$ cat config.mk
export PLATFORM = sky130hd
export DESIGN_NAME = fp_csr_unit
export DESIGN_NICKNAME = d
export VERILOG_FILES = /design/src/rtl/fpu_types.sv /design/src/rtl/fp_csr_unit_inflight_counter.sv /design/src/rtl/fp_csr_unit.sv
export SDC_FILE = /design/constraint.sdc
export NUM_CORES = 1
export LEC_CHECK = 0
export CAP_MARGIN = 20
export CORE_MARGIN = 1
export CORE_UTILIZATION = 42
export CTS_BUF_LIST = sky130_fd_sc_hd__clkbuf_4
export CTS_CLUSTER_DIAMETER = 150
export CTS_CLUSTER_SIZE = 14
export DETAILED_ROUTE_END_ITERATION = 8
export PLACE_DENSITY = 0.82
export RECOVER_POWER = 100
export REMOVE_ABC_BUFFERS = 1
export SLEW_MARGIN = 20
export SYNTH_ARGS = -nofsm -noshare
export SYNTH_HDL_FRONTEND = slang
export SYNTH_SLANG_ARGS = --single-unit
export TNS_END_PERCENT = 10
$ cat constraint.sdc
create_clock -name clk -period 2.8 [get_ports clk]
set_clock_uncertainty 0.2 [all_clocks]
set_input_delay 0.28 -clock clk [delete_from_list [all_inputs] [get_ports clk]]
set_output_delay 0.28 -clock clk [all_outputs]
set_load 0.005 [all_outputs]
$ cat src/rtl/fpu_types.sv
// Shared FPU types: rounding-mode/flag fields plus the FP CSR access encodings.
// Pure declarations; no timing or flow-control behaviour of its own.
package fpu_types;

  localparam int FFLAGS_W = 5;
  localparam int FRM_W    = 3;

  typedef logic [FFLAGS_W-1:0] fflags_t;
  typedef logic [FRM_W-1:0]    rm_t;

  typedef enum logic [1:0] {
    CSR_READ  = 2'b00,
    CSR_WRITE = 2'b01,
    CSR_SET   = 2'b10,
    CSR_CLEAR = 2'b11
  } fp_csr_op_t;

  typedef enum logic [1:0] {
    CSR_SEL_NONE   = 2'b00,
    CSR_SEL_FFLAGS = 2'b01,
    CSR_SEL_FRM    = 2'b10,
    CSR_SEL_FCSR   = 2'b11
  } fp_csr_sel_t;

  typedef enum logic [1:0] {
    CSR_IDLE  = 2'b00,
    CSR_DRAIN = 2'b01,
    CSR_EXEC  = 2'b10
  } fp_csr_state_t;

endpackage

$ cat src/rtl/fp_csr_unit_inflight_counter.sv
// Counts FP instructions issued but not yet retired; zero/full are registered-state decodes.
// Up to two retires and one issue per cycle; no saturation, so callers must keep it in range.
module fp_inflight_counter #(
  parameter  int MAX_INFLIGHT = 16,
  localparam int CW           = $clog2(MAX_INFLIGHT + 1)
) (
  input  logic clk,
  input  logic rst,
  input  logic i_inc,
  input  logic i_dec_a,
  input  logic i_dec_b,
  output logic o_zero,
  output logic o_full
);

  logic [CW-1:0] r_count;
  logic [CW-1:0] w_count_nxt;
  logic          w_underflow;

  always_comb begin
    w_count_nxt = r_count + CW'(i_inc) - CW'(i_dec_a) - CW'(i_dec_b);
    w_underflow = ({1'b0, r_count} + (CW+1)'(i_inc)) <
                  ((CW+1)'(i_dec_a) + (CW+1)'(i_dec_b));
  end

  always_ff @(posedge clk) begin
    if (!rst) r_count <= '0;
    else      r_count <= w_count_nxt;
  end

  assign o_zero = (r_count == '0);
  assign o_full = (r_count == CW'(MAX_INFLIGHT));

  // More retires than outstanding instructions means the FPU handshake is broken.
  a_no_underflow: assert property (@(posedge clk) disable iff (!rst) !w_underflow);

endmodule

$ cat src/rtl/fp_csr_unit.sv
// FP CSR state (fflags/frm/fcsr) beside the FPU; CSR accesses drain in-flight ops, ack >= 2 cycles after req.
// Holds FP issue while an access is pending. FS-dirty tracking is built only with FP_CSR_FS_DIRTY_EN.
module fp_csr_unit
  import fpu_types::*;
#(
  parameter int MAX_INFLIGHT = 16
) (
  input  logic        clk,
  input  logic        rst,
  input  logic        fp_issue,
  input  logic        fp_wb_accepted,
  input  logic        int_wb_accepted,
  input  logic [4:0]  fflags_in,
  input  logic        csr_req,
  input  logic [1:0]  csr_op,
  input  logic [1:0]  csr_sel,
  input  logic [7:0]  csr_wdata,
  output logic        csr_ack,
  output logic [31:0] csr_rdata,
  output logic [2:0]  dyn_rm,
  output logic        dyn_rm_invalid,
  output logic        issue_hold,
  output logic        fs_dirty,
  input  logic        fs_clean
);

  fp_csr_state_t r_state, w_state_nxt;
  fflags_t       r_fflags, w_flags_new;
  rm_t           r_frm, w_frm_new, w_frm_opnd;
  fp_csr_op_t    w_op;
  fp_csr_sel_t   w_sel;
  logic          w_wb, w_zero, w_full, w_exec, w_wr, w_wr_flags, w_wr_frm;
  logic [31:0]   w_old;

  assign w_op  = fp_csr_op_t'(csr_op);
  assign w_sel = fp_csr_sel_t'(csr_sel);
  assign w_wb  = fp_wb_accepted | int_wb_accepted;

  fp_inflight_counter #(.MAX_INFLIGHT(MAX_INFLIGHT)) u_inflight (
    .clk     (clk),
    .rst     (rst),
    .i_inc   (fp_issue),
    .i_dec_a (fp_wb_accepted),
    .i_dec_b (int_wb_accepted),
    .o_zero  (w_zero),
    .o_full  (w_full)
  );

  always_ff @(posedge clk) begin
    if (!rst) r_state <= CSR_IDLE;
    else      r_state <= w_state_nxt;
  end

  // A writeback in the check cycle could still change fflags, so it defers EXEC.
  always_comb begin
    w_state_nxt = r_state;
    case (r_state)
      CSR_IDLE:  if (csr_req) w_state_nxt = CSR_DRAIN;
      CSR_DRAIN: if (w_zero && !w_wb) w_state_nxt = CSR_EXEC;
      CSR_EXEC:  w_state_nxt = CSR_IDLE;
      default:   w_state_nxt = CSR_IDLE;
    endcase
  end

  assign w_exec     = (r_state == CSR_EXEC);
  assign w_wr       = w_exec && (w_op != CSR_READ);
  assign w_wr_flags = w_wr && ((w_sel == CSR_SEL_FFLAGS) || (w_sel == CSR_SEL_FCSR));
  assign w_wr_frm   = w_wr && ((w_sel == CSR_SEL_FRM) || (w_sel == CSR_SEL_FCSR));

  always_comb begin
    w_old = '0;
    case (w_sel)
      CSR_SEL_FFLAGS: w_old = {27'b0, r_fflags};
      CSR_SEL_FRM:    w_old = {29'b0, r_frm};
      CSR_SEL_FCSR:   w_old = {24'b0, r_frm, r_fflags};
      default:        w_old = '0;
    endcase
  end

  // frm sits in the low bits when addressed alone, in [7:5] when addressed via fcsr.
  always_comb begin
    w_frm_opnd  = (w_sel == CSR_SEL_FRM) ? csr_wdata[2:0] : csr_wdata[7:5];
    w_flags_new = r_fflags;
    w_frm_new   = r_frm;
    case (w_op)
      CSR_WRITE: begin
        w_flags_new = csr_wdata[4:0];
        w_frm_new   = w_frm_opnd;
      end
      CSR_SET: begin
        w_flags_new = r_fflags | csr_wdata[4:0];
        w_frm_new   = r_frm | w_frm_opnd;
      end
      CSR_CLEAR: begin
        w_flags_new = r_fflags & ~csr_wdata[4:0];
        w_frm_new   = r_frm & ~w_frm_opnd;
      end
      default: ;
    endcase
  end

  always_ff @(posedge clk) begin
    if (!rst) begin
      r_fflags <= '0;
      r_frm    <= '0;
    end else begin
      if (w_wr_flags)  r_fflags <= w_flags_new;
      else if (w_wb)   r_fflags <= r_fflags | fflags_in;
      if (w_wr_frm)    r_frm    <= w_frm_new;
    end
  end

  assign csr_ack        = w_exec;
  assign csr_rdata      = w_exec ? w_old : 32'h0;
  assign dyn_rm         = r_frm;
  assign dyn_rm_invalid = (r_frm >= 3'b101);
  assign issue_hold     = (r_state != CSR_IDLE) || w_full || csr_req;

`ifdef FP_CSR_FS_DIRTY_EN
  logic r_fs_dirty;
  always_ff @(posedge clk) begin
    if (!rst)             r_fs_dirty <= 1'b0;
    else if (w_wb | w_wr) r_fs_dirty <= 1'b1;
    else if (fs_clean)    r_fs_dirty <= 1'b0;
  end
  assign fs_dirty = r_fs_dirty;
`else
  logic w_unused_fs_clean;
  assign w_unused_fs_clean = fs_clean;
  assign fs_dirty          = 1'b0;
`endif

  a_no_issue_when_held: assert property (@(posedge clk) disable iff (!rst) !(fp_issue && issue_hold));

endmodule
Word level (Yosys, flattened, before mapping)
Index checks and enable logic that the tools add are counted.
- input port bits: 24
- output and inout bits: 39
- logic and storage cells: 56
- register bits after elaboration: 15
- muxes and demuxes: 10
- bitwise logic cells: 8
- order comparisons: 1
- $add $sub $neg: 3
- reduce and logical (&&, ||, !) cells: 18
- equal/unequal tests: 12
- operators with widths (kind ; count):
    $mux W32 ; 1
    $pmux W8 S3 ; 1
    $pmux W5 S3 ; 1
    $eq A2 B2 Y1 const B ; 5
    $mux W5 ; 2
    $or A5 B5 Y5 ; 2
    $sub A5 B1 Y5 ; 2
    $pmux W3 S3 ; 1
    $eq A2 B1 Y1 const B ; 3
    $reduce_and A2 Y1 ; 3
    $reduce_bool A2 Y1 ; 3
    $add A5 B1 Y5 ; 1
    $and A5 B5 Y5 ; 1
    $eq A5 B5 Y1 const B ; 1
    $logic_not A5 Y1 ; 1
    $not A5 Y5 ; 1
    $logic_and A1 B1 Y1 ; 4
    $logic_or A1 B1 Y1 ; 4
    $mux W2 ; 2
    $ne A2 B2 Y1 const B ; 2
    $ne A4 B1 Y1 const B ; 1
    $pmux W2 S2 ; 1
    $and A3 B3 Y3 ; 1
    $ge A3 B3 Y1 const B ; 1
    other kinds (7) ; 7

Logic depth before layout (Yosys ltp)
Gate-level depths: netlist of the first run.
- depth after elaboration: 5
- depth in mapped cells: 10
- depth with buffers taken out: 10

By module
Synthesis of the first run repeated with hierarchy kept, for this count alone.
- cell total of the unflattened synthesis: 159
- area, all modules: 1326.3 µm²
- by module, submodules not included (module ; times used ; sequential area each (µm²) ; cells each ; area each (µm²)):
    fp_csr_unit ; 1 ; 200.2 ; 123 ; 984.7
    fp_inflight_counter ; 1 ; 100.1 ; 36 ; 341.6

Worst setup path before layout of the first run
No wires, ideal clock.
- path kind: input to register
- from: in fp_wb_accepted
- to: reg u_inflight.r_count[3]
- cell stages on the path: 10
- library setup time: 0.121 ns
- arrival: 1.765 ns
- path slack: 0.715 ns
- buffers on the path: 0
- cell sequence: inv_1 -> fa_1 -> inv_1 -> ha_1 -> inv_1 -> ha_1 -> inv_1 -> fa_1 -> xnor2_1 -> nor2_1
- word-level cells in the longest chain between the ends: 2
- RTL lines (element ; RTL line ; text):
    start: declaration ; fp_csr_unit.sv:11 ; input logic fp_wb_accepted,
    $sub A5 B1 Y5 (2 in a row) ; fp_csr_unit_inflight_counter.sv:21 ; w_count_nxt = r_count + CW'(i_inc) - CW'(i_dec_a) - CW'(i_dec_b);
    end signal: assignment ; fp_csr_unit_inflight_counter.sv:28 ; else r_count <= w_count_nxt;
    end: declaration ; fp_csr_unit_inflight_counter.sv:16 ; logic [CW-1:0] r_count;
Every way passes these cells.
A chain may end at the register's enable or synchronous reset.

Worst setup path in the final report of the first run
- from: in csr_sel[0]
- to: out csr_rdata[5]
- word-level cells in the longest chain between the ends: 3
- elaborated cells between the ends (all ways): 5
- those cells by class: 3 x eq/ne; 2 x mux
- RTL lines (element ; RTL line ; text):
    start: declaration ; fp_csr_unit.sv:16 ; input logic [1:0] csr_sel,
    $eq A2 B2 Y1 / $eq A2 B1 Y1 (equally long branches) ; fp_csr_unit.sv:72 ; case (w_sel)
    $pmux W8 S3 (*) ; fp_csr_unit.sv:72 ;
    $mux W32 (*) ; fp_csr_unit.sv:114 ; assign csr_rdata = w_exec ? w_old : 32'h0;
    end: declaration ; fp_csr_unit.sv:19 ; output logic [31:0] csr_rdata,
Mark *: on every way between the ends. The rest lies on a longest branch, timed or not.

==> flow_summary.toml, run 1 <==
[cts]
cts_resized = 0
cts_root_buf = "clkbuf_4"
cts_buffer_depth = 2
cts.sinks = 15
cts_tree = "built"
post-cts-setup-buffer-count = 0
cts-htree-levels = 1
cts_buffers = 3
cts.reportedPaths.clkPinSlew_ns = 0.10
clk-insertion-delay-late_ns = 0.29
cts_hold_buf = 0

[pwr]
peakVddDrop_v = 0.000341
powerDensity_nw_per_um2 = 394
power.leakage_uw = 0.000744

[logic_synthesis]
seq_area_frac_synth_pct = 22.7
yosysWarningCount = 0
avgSynthCellArea_um2 = 8.10
synth.cell_area_um2 = 1320
ys_seq_elements = 15
ys_types = 32
synth_cells = 163

[detailed_routing]
first_pass_iters = 9
dr_total_vias = 1140
drc_errors = 5
post_drt_wl_per_cell_um = 10.8
totalWireLength_mm = 2.59
dr.first_iter.drc_count = 35
ant_nets = 0
vias_per_cell = 4.75

[final_layout]
fin_area_um2 = 1630
diodes = 0
nets = 232
layout-drive-gt1-share_pct = 4.55
n_fill_cell = 257
fin_util_pct = 56.8
area_delta_synth_final_pct = 23.7

[timing]
min_period_ns = 2.47
setup_violations = 0
fmax_mhz = 406
relSlewSlack_pct = 60.8
rsz0062_at_grt = "false"
finalCritPeriodShare_pct = 88.1
worst_pin_slew_ns = 0.586
hold_viol = 0
timing.setup.tns_ns = 0
drv_slew = 0

[hold_path]
holdCritPathClass = "reg2reg"
hp-start = "r_fflags[3]"
holdPathStages = 2
whs_endpoint = "r_fflags[3]"

[global_route]
antenna_found_initial = 0
grt_pass1_wl_mm = 4.24
gr-total-overflow = 0
grt_pass1_vias = 961
grt_max_degree = 19
track_usage_pct = 16.3

[worst_setup_path]
path_max_fanout = 10
crit_required_ns = 2.32
cp.arrival_ns = 1.99
r2r_end = "u_inflight.r_count[3]"
reg2reg_slack_ns = 0.96
crit_path_end_kind = "output pin"
r2r-start = "u_inflight.r_count[1]"
r2r_cells = 8
startpoint_type = "input port"
crit_type = "in2out"

[placement]
io_buffers = 36
dpl.hpwl_mm = 2.00
dpl_cell_area_um2 = 1620
routabilityCongestion = 0.800

[die]
die_area_um2 = 3370
die_h_um = 58.1
ios = 63
die_w_um = 58.1
coreArea_um2 = 2880
rows = 19
start_util_pct = 45.9

[status]
violations = "DRC"
outcome = "complete, but fails checks"

[flow_run]
maxCapViolCount = 0
-- power breakdown --
part	switching (µW)	total (µW)	internal (µW)
clock	75.8	129	53.1
combinational	110	242	132
sequential	24.6	272	248
total	211	643	433
-- cells in the mapped netlist --
master,number,area [µm²]
nand2_1,18,67.6
a211o_1,1,8.76
ha_1,7,87.6
a2111o_1,1,11.3
conb_1,1,3.75
a21boi_1,1,7.51
buf_2,2,10.0
inv_1,15,56.3
o21bai_1,1,7.51
clkbuf_1,2,7.51
nor2b_1,2,12.5
a21oi_1,9,45.0
o311ai_2,3,48.8
and3_1,6,37.5
nand4b_1,7,61.3
nand3b_1,7,52.6
nor3b_1,2,15.0
fa_1,2,40.0
and2_1,5,31.3
o221ai_1,5,43.8
nand2b_1,2,12.5
xnor2_1,2,17.5
o21a_1,4,30.0
nand2b_4,2,27.5
and3b_1,1,8.76
clkbuf_2,1,5.00
nor2_1,7,26.3
mux2_2,1,11.3
nand3_1,3,15.0
buf_4,25,188
dfxtp_1,15,300
o211ai_1,3,22.5
-- per-layer routing --
| layer | vias to the layer above | part of all wire, % | track usage (%) |
|---|---|---|---|
| li1 | 581 | - | - |
| met1 | 508 | 45 | 21.8 |
| met2 | 49 | 47 | 26.1 |
| met3 | 2 | 7.7 | 2.46 |
| met4 | 0 | 0.58 | 7.14 |
| met5 | - | 0 | 0 |
-- area by class of cell --
type | instances | area [µm²] | area share [%]
clock inverters | 1 | 5.00 | 0.307
inverters | 15 | 56.3 | 3.45
clock buffers | 3 | 22.5 | 1.38
flip-flops and latches | 15 | 300 | 18.4
repair buffers | 37 | 368 | 22.5
well taps | 42 | 52.6 | 3.22
multi-input cells | 127 | 828 | 50.7
-- flip-flops by register name (all words and copies together), names as in the netlist --
name / count
r_state: 2
dyn_rm: 3
r_fflags: 5
u_inflight.r_count: 5
-- critical path, stage by stage --
cell,delay (ns)
dlygate4sd3_1,0.57
and3b_1,0.37
and3_1,0.19
dlygate4sd3_1,0.57
-- kinds of logic after synthesis --
family	after synthesis	share of synthesized area, %
mux	1	0.853
other cells	1	0.284
simple gates	62	27.9
compound gates	28	17.1
flops	15	22.7
buf+inv	45	20.2
fa+ha+maj	9	9.67
xor+xnor	2	1.33
-- through the flow --
step | hold WS [ns] | total power (µW) | setup slack, ns | cells
after floorplan | 0.202 | 438 | 0.715 | 157
after global placement | 0.310 | 512 | 0.175 | 236
after detailed placement | 0.317 | 523 | 0.115 | 236
after CTS | 0.332 | 652 | 0.332 | 240
after global routing | 0.356 | 697 | 0.246 | 240
final | 0.329 | 643 | 0.334 | 240
-- cell usage in the layout (no fill, tap or decap) --
master	n
o221ai_1	5
nor2b_1	2
clkbuf_4	3
dlygate4sd3_1	15
xnor2_1	2
ha_1	7
nand2b_4	2
inv_1	15
a211o_1	1
clkdlybuf4s50_1	21
dfxtp_1	15
o311ai_2	1
a2111o_1	1
a21oi_1	9
nand2_1	18
o21a_1	4
nor2_1	7
nor3b_1	2
a21boi_1	1
o211ai_1	3
and3_1	6
mux2_2	1
nand4b_1	7
nand3b_1	7
and2_1	5
nand3_1	3
clkinv_2	1
o311ai_0	2
and3b_1	1
fa_1	2
conb_1	25
o21bai_1	1
buf_4	1
nand2b_1	2
-- how the worst max path moves through the flow --
| stage | startpoint | endpoint | depth (start not counted) |
|---|---|---|---|
| 2_1_floorplan | fp_wb_accepted | u_inflight.r_count[3] | 10 |
| 3_3_place_gp | fp_wb_accepted | u_inflight.r_count[3] | 11 |
| 3_5_place_dp | fp_wb_accepted | u_inflight.r_count[3] | 11 |
| 4_1_cts | u_inflight.r_count[2] | issue_hold | 5 |
| 5_1_grt | u_inflight.r_count[2] | issue_hold | 5 |
| 6_report | csr_sel[0] | csr_rdata[5] | 4 |
Power figures use the tool's default switching activity.
==> inputs of run 2 (changes only) <==
--- a/config.mk
+++ b/config.mk
@@ -12,7 +12,7 @@
 export CTS_CLUSTER_DIAMETER = 150
 export CTS_CLUSTER_SIZE = 14
 export DETAILED_ROUTE_END_ITERATION = 8
-export PLACE_DENSITY = 0.82
+export PLACE_DENSITY_LB_ADDON = 0.3
 export RECOVER_POWER = 100
 export REMOVE_ABC_BUFFERS = 1
 export SLEW_MARGIN = 20
==> run 2 against run 1 <==
The flow still finishes with violations (DRC). Clock power increased by 8%. Non-clock buffer count unchanged. Maximum frequency decreased by 4.6%. Wire length rose by 13%. Clock-buffer cell count rose by 1. Setup slack lost 0.12 ns. Final cell count stayed put. Combinational power increased by 2%. Hold slack worse by 0.0058 ns. Core utilization increased by 0.087 points. Register-to-register slack better by 0.03 ns. Global-route usage rose by 2.0 points.
==> flow_summary.toml, run 2 (synthesized netlist as in run 1, its figures left out) <==
[cts]
cts.reportedPaths.clkPinSlew_ns = 0.10
clk-insertion-delay-late_ns = 0.29
cts_tree = "built"
post-cts-setup-buffer-count = 0
cts_hold_buf = 0
cts_root_buf = "clkbuf_4"
cts-htree-levels = 1
cts_resized = 0
cts_buffers = 3
cts_buffer_depth = 2
cts.sinks = 15

[final_layout]
fin_area_um2 = 1640
nets = 232
mostFrequentLayoutCell = "conb_1"
diodes = 0
layout-drive-gt1-share_pct = 4.55
n_fill_cell = 280
fin_util_pct = 56.9
final_cell_mix = "conb_1 (25), clkdlybuf4s50_1 (20), nand2_1 (18)"
area_delta_synth_final_pct = 23.9

[timing]
fmax_mhz = 387
hold_viol = 0
min_period_ns = 2.59
holdWs_ns = 0.323
timing.setup.tns_ns = 0
setup_violations = 0
layout_setup_ws_ns = 0.215
rsz0062_at_grt = "false"
finalCritPeriodShare_pct = 92.3
worst_pin_slew_ns = 0.593
drv_slew = 0
relSlewSlack_pct = 60.3

[die]
start_util_pct = 45.9
ios = 63
die_w_um = 58.1
coreArea_um2 = 2880
die_h_um = 58.1
rows = 19
die_area_um2 = 3370

[global_route]
gr-total-overflow = 0
antenna_found_initial = 0
grt_pass1_wl_mm = 4.78
track_usage_pct = 18.3
grt_pass1_vias = 1105
grt_max_degree = 19

[placement]
io_buffers = 36
dpl.hpwl_mm = 2.28
routabilityCongestion = 0.772
dpl_worst_slack_ns = 0.152
dpl_cell_area_um2 = 1620

[detailed_routing]
dr_total_vias = 1182
dr.first_iter.drc_count = 37
vias_per_cell = 4.93
post_drt_wl_per_cell_um = 12.2
drc_errors = 10
ant_nets = 0
first_pass_iters = 6
totalWireLength_mm = 2.92

[pwr]
peakVddDrop_v = 0.000269
powerDensity_nw_per_um2 = 404
power.leakage_uw = 0.000735

[status]
violations = "DRC"
outcome = "complete, but fails checks"

[worst_setup_path]
critical_path_buf_inv_count = 2
startpoint_type = "register"
path_max_fanout = 3
crit_chain = "inv_1, ha_1, nor3b_1, a2111o_1, dlygate4sd3_1"
cp.arrival_ns = 2.11
critPathMaxStageDelay_ns = 0.58
path_delay_family = "buffers and inverters"
crit_type = "reg2out"
crit_required_ns = 2.32
cpMaxStageDelayCell = "dlygate4sd3_1"
crit_path_end_kind = "output pin"

[hold_path]
holdCritPathClass = "reg2reg"

[flow_run]
maxCapViolCount = 0
run 2: cell types whose count changed in the layout (fill, tap and decap cells not counted), sizes merged:
cell / change
clkinv: -1
dlygate4sd3: +1
clkbuf: +1
clkdlybuf4s50: -1
run 2: worst paths after layout:
| path | from | endpoint | slack (ns) | cells after the start |
|---|---|---|---|---|
| max | u_inflight.r_count[2] | issue_hold | 0.21 | 5 |
| max reg2reg | u_inflight.r_count[1] | u_inflight.r_count[3] | 0.99 | 8 |
| min reg2reg | r_fflags[4] | r_fflags[4] | 0.32 | 2 |
| min | r_fflags[4] | r_fflags[4] | 0.32 | 2 |
run 2: metal layers:
layer	vias to the layer above	share of wire, %	global-route usage, %
met5	-	0	0
met2	47	51	34.2
met3	2	6.3	4.24
met4	0	0.51	4.08
li1	579	-	-
met1	554	42	21.0
run 2: area by class of cell:
cell class	instances	area (µm²)	area share [%]
Multi-Input combinational cell	127	828	50.7
Timing Repair Buffer	37	368	22.5
Sequential cell	15	300	18.4
Inverter	15	56.3	3.44
Tap cell	42	52.6	3.21
Clock buffer	4	30.0	1.84
run 2: power breakdown:
part	internal, µW	total (µW)	switching (µW)	leakage (µW)
Combinational	130	247	117	0.000593
Clock	65.0	139	74.3	0.0000184
Sequential	248	274	26.4	0.000124
Total	443	660	217	0.000735
run 2: worst min-delay path, cell delays in order (launching register included):
cell      delay, ns
dfxtp_1        0.31
nand2_1        0.05
o221ai_1       0.11
run 2: stage by stage:
stage	instances	total power (µW)
after floorplan	157	438
after global placement	236	512
after detailed placement	236	529
after CTS	240	669
after global routing	240	706
final	240	660
==> inputs of run 3 (changes only) <==
--- a/config.mk
+++ b/config.mk
@@ -5,9 +5,10 @@
 export SDC_FILE = /design/constraint.sdc
 export NUM_CORES = 1
 export LEC_CHECK = 0
+export ABC_AREA = 1
 export CAP_MARGIN = 20
 export CORE_MARGIN = 1
-export CORE_UTILIZATION = 42
+export CORE_UTILIZATION = 43
 export CTS_BUF_LIST = sky130_fd_sc_hd__clkbuf_4
 export CTS_CLUSTER_DIAMETER = 150
 export CTS_CLUSTER_SIZE = 14
==> run 3 against run 2 <==
The flow still finishes with violations (DRC). Via count increased by 4.5%. Setup slack improved by 0.12 ns. Hold slack improved by 0.037 ns. Critical path depth is the same. Register-to-register slack about the same. Core utilization increased by 1.1 points. Cell area up 1.1%. Global-route usage is 1.7 points lower. Total power fell by 0.25%. Synthesized cell count increased by 31%. Critical path type is now in2out.
==> flow_summary.toml, run 3 <==
[status]
outcome = "complete, but fails checks"
violations = "DRC"

[final_layout]
diodes = 0
fin_util_pct = 58.0
nets = 284
layout-drive-gt1-share_pct = 3.60
mostFrequentLayoutCell = "nand2_1"
final_cell_mix = "nand2_1 (53), inv_1 (40), nor2_1 (33)"
area_delta_synth_final_pct = 22.9

[global_route]
grt_pass1_vias = 1016
gr-total-overflow = 0
grtUsageMet1_pct = 22.6
met3_usage_pct = 3.13
grt_pass1_wl_mm = 4.25
grt_busiest_layer = "met2"
antenna_found_initial = 0
gr-usage-met2_pct = 25.8
track_usage_pct = 16.6
grt_max_degree = 12

[die]
ios = 63
die_w_um = 58.0
coreArea_um2 = 2850
die_area_um2 = 3360
die_h_um = 58.0
rows = 19
start_util_pct = 47.2

[logic_synthesis]
synth_fa_ha_area_share_pct = 9.48
yosysMostFrequentCell = "nand2_1"
synth_edf_count = 0
async_reset_ff_share_pct = 0
synth_commonest_cells = "nand2_1 (53), inv_1 (40), nor2_1 (32)"
synth_cells = 213
seq_area_frac_synth_pct = 22.3
synth.cell_area_um2 = 1350
synth_top_area_share_pct = 22.3
netlist.top_cell.by_area = "dfxtp_1"
ys_types = 25
synth_xor_area_share_pct = 1.30
synth_ff_type = "dfxtp_1"
ys_top_cells_by_area = "dfxtp_1 (22%), nand2_1 (15%), buf_4 (14%)"
yosysWarningCount = 0
synth_top_family_by_area = "simple AND/OR/NAND/NOR gates"
avgSynthCellArea_um2 = 6.32
synth-simple-area-share_pct = 34.3
ys_seq_elements = 15
synth.area.mux_share_pct = 0
synth_compound_area_share_pct = 6.04

[timing]
fmax_mhz = 405
setup_violations = 0
timing.setup.tns_ns = 0
rsz0062_at_grt = "false"
finalCritPeriodShare_pct = 88.2
hold_viol = 0
layout_setup_ws_ns = 0.330
min_period_ns = 2.47
drv_slew = 0
holdWs_ns = 0.360

[cts]
cts.reportedPaths.clkPinSlew_ns = 0.11
post-cts-setup-buffer-count = 0
cts_hold_buf = 0
cts-htree-levels = 1
cts_root_buf = "clkbuf_4"
cts_buffers = 3
cts.sinks = 15
clk-insertion-delay-late_ns = 0.29
cts_resized = 0
cts_tree = "built"
cts_buffer_depth = 2

[placement]
routabilityCongestion = 0.805
dpl.hpwl_mm = 2.08
dpl_worst_slack_ns = 0.144
io_buffers = 36

[worst_setup_path]
cp.arrival_ns = 1.99
crit_path_end_kind = "output pin"
startpoint_type = "input port"
path_max_fanout = 6
crit_type = "in2out"
crit_required_ns = 2.32

[detailed_routing]
drc_errors = 6
vias_per_cell = 4.40
first_pass_iters = 8
totalWireLength_mm = 2.56
dr.first_iter.drc_count = 49
post_drt_wl_per_cell_um = 9.10
dr_total_vias = 1235
ant_nets = 0

[pwr]
power.leakage_uw = 0.000888
powerDensity_nw_per_um2 = 398
peakVddDrop_v = 0.000188

[hold_path]
holdCritPathClass = "reg2reg"

[flow_run]
maxCapViolCount = 0
## run 3: cell count changes in the layout (fill, tap and decap cells not counted), sizes merged, moves of 5 or more
cell and delta:
nand3 +5, nand2 +35, inv +26, and3 -6
o221ai -5, nand4b -7, and2 -5, nor2 +28
## run 3: cell type report
class | instances | area [µm²]
Clock buffer | 3 | 22.5
Clock inverter | 1 | 5.00
Fill cell | 287 | 1200
Inverter | 42 | 158
Multi-Input combinational cell | 153 | 769
Sequential cell | 15 | 300
Tap cell | 31 | 38.8
Timing Repair Buffer | 36 | 360
## run 3: path summary, 6_finish.rpt
| kind | from | end | slack [ns] | depth (start not counted) |
|---|---|---|---|---|
| worst max register to register | u_inflight.r_count[1] | u_inflight.r_count[3] | 1.00 | 8 |
| worst min-delay path | r_fflags[3] | r_fflags[3] | 0.36 | 4 |
| worst max-delay path | csr_sel[0] | csr_rdata[2] | 0.33 | 5 |
| worst min register to register | r_fflags[3] | r_fflags[3] | 0.36 | 4 |
## run 3: metal layers
layer	vias up	part of all wire (%)
li1	663	-
met1	518	48
met2	50	45
met3	4	5.6
met4	0	1.6
met5	-	0
## run 3: power breakdown
group / switching (µW) / internal, µW / total, µW / leakage (µW)
combinational: 139 / 119 / 257 / 0.000746
sequential: 23.0 / 246 / 269 / 0.000124
clock: 78.9 / 53.1 / 132 / 0.0000177
total: 241 / 418 / 659 / 0.000888
## run 3: worst max-delay path, stage by stage
cell           delay, ns
dlygate4sd3_1       0.65
inv_1               0.08
nand2_1             0.13
o32ai_1             0.24
dlygate4sd3_1       0.61
## run 3: kinds of logic after synthesis
| logic type | count (synthesis) |
|---|---|
| AO/OA/AOI/OAI | 15 |
| AND/OR/NAND/NOR | 102 |
| other | 1 |
| flip-flops | 15 |
| XOR/XNOR | 2 |
| adder cells (fa/ha/maj) | 9 |
| buffers and inverters | 69 |
## run 3: per-stage QoR
| step | cell area [µm²] | instances | total power (µW) |
|---|---|---|---|
| 6_report | 1650 | 281 | 659 |
| 3_3_place_gp | 1640 | 277 | 527 |
| 3_5_place_dp | 1640 | 277 | 535 |
| 4_1_cts | 1670 | 281 | 669 |
| 5_1_grt | 1650 | 281 | 719 |
| 2_1_floorplan | 1240 | 210 | 453 |
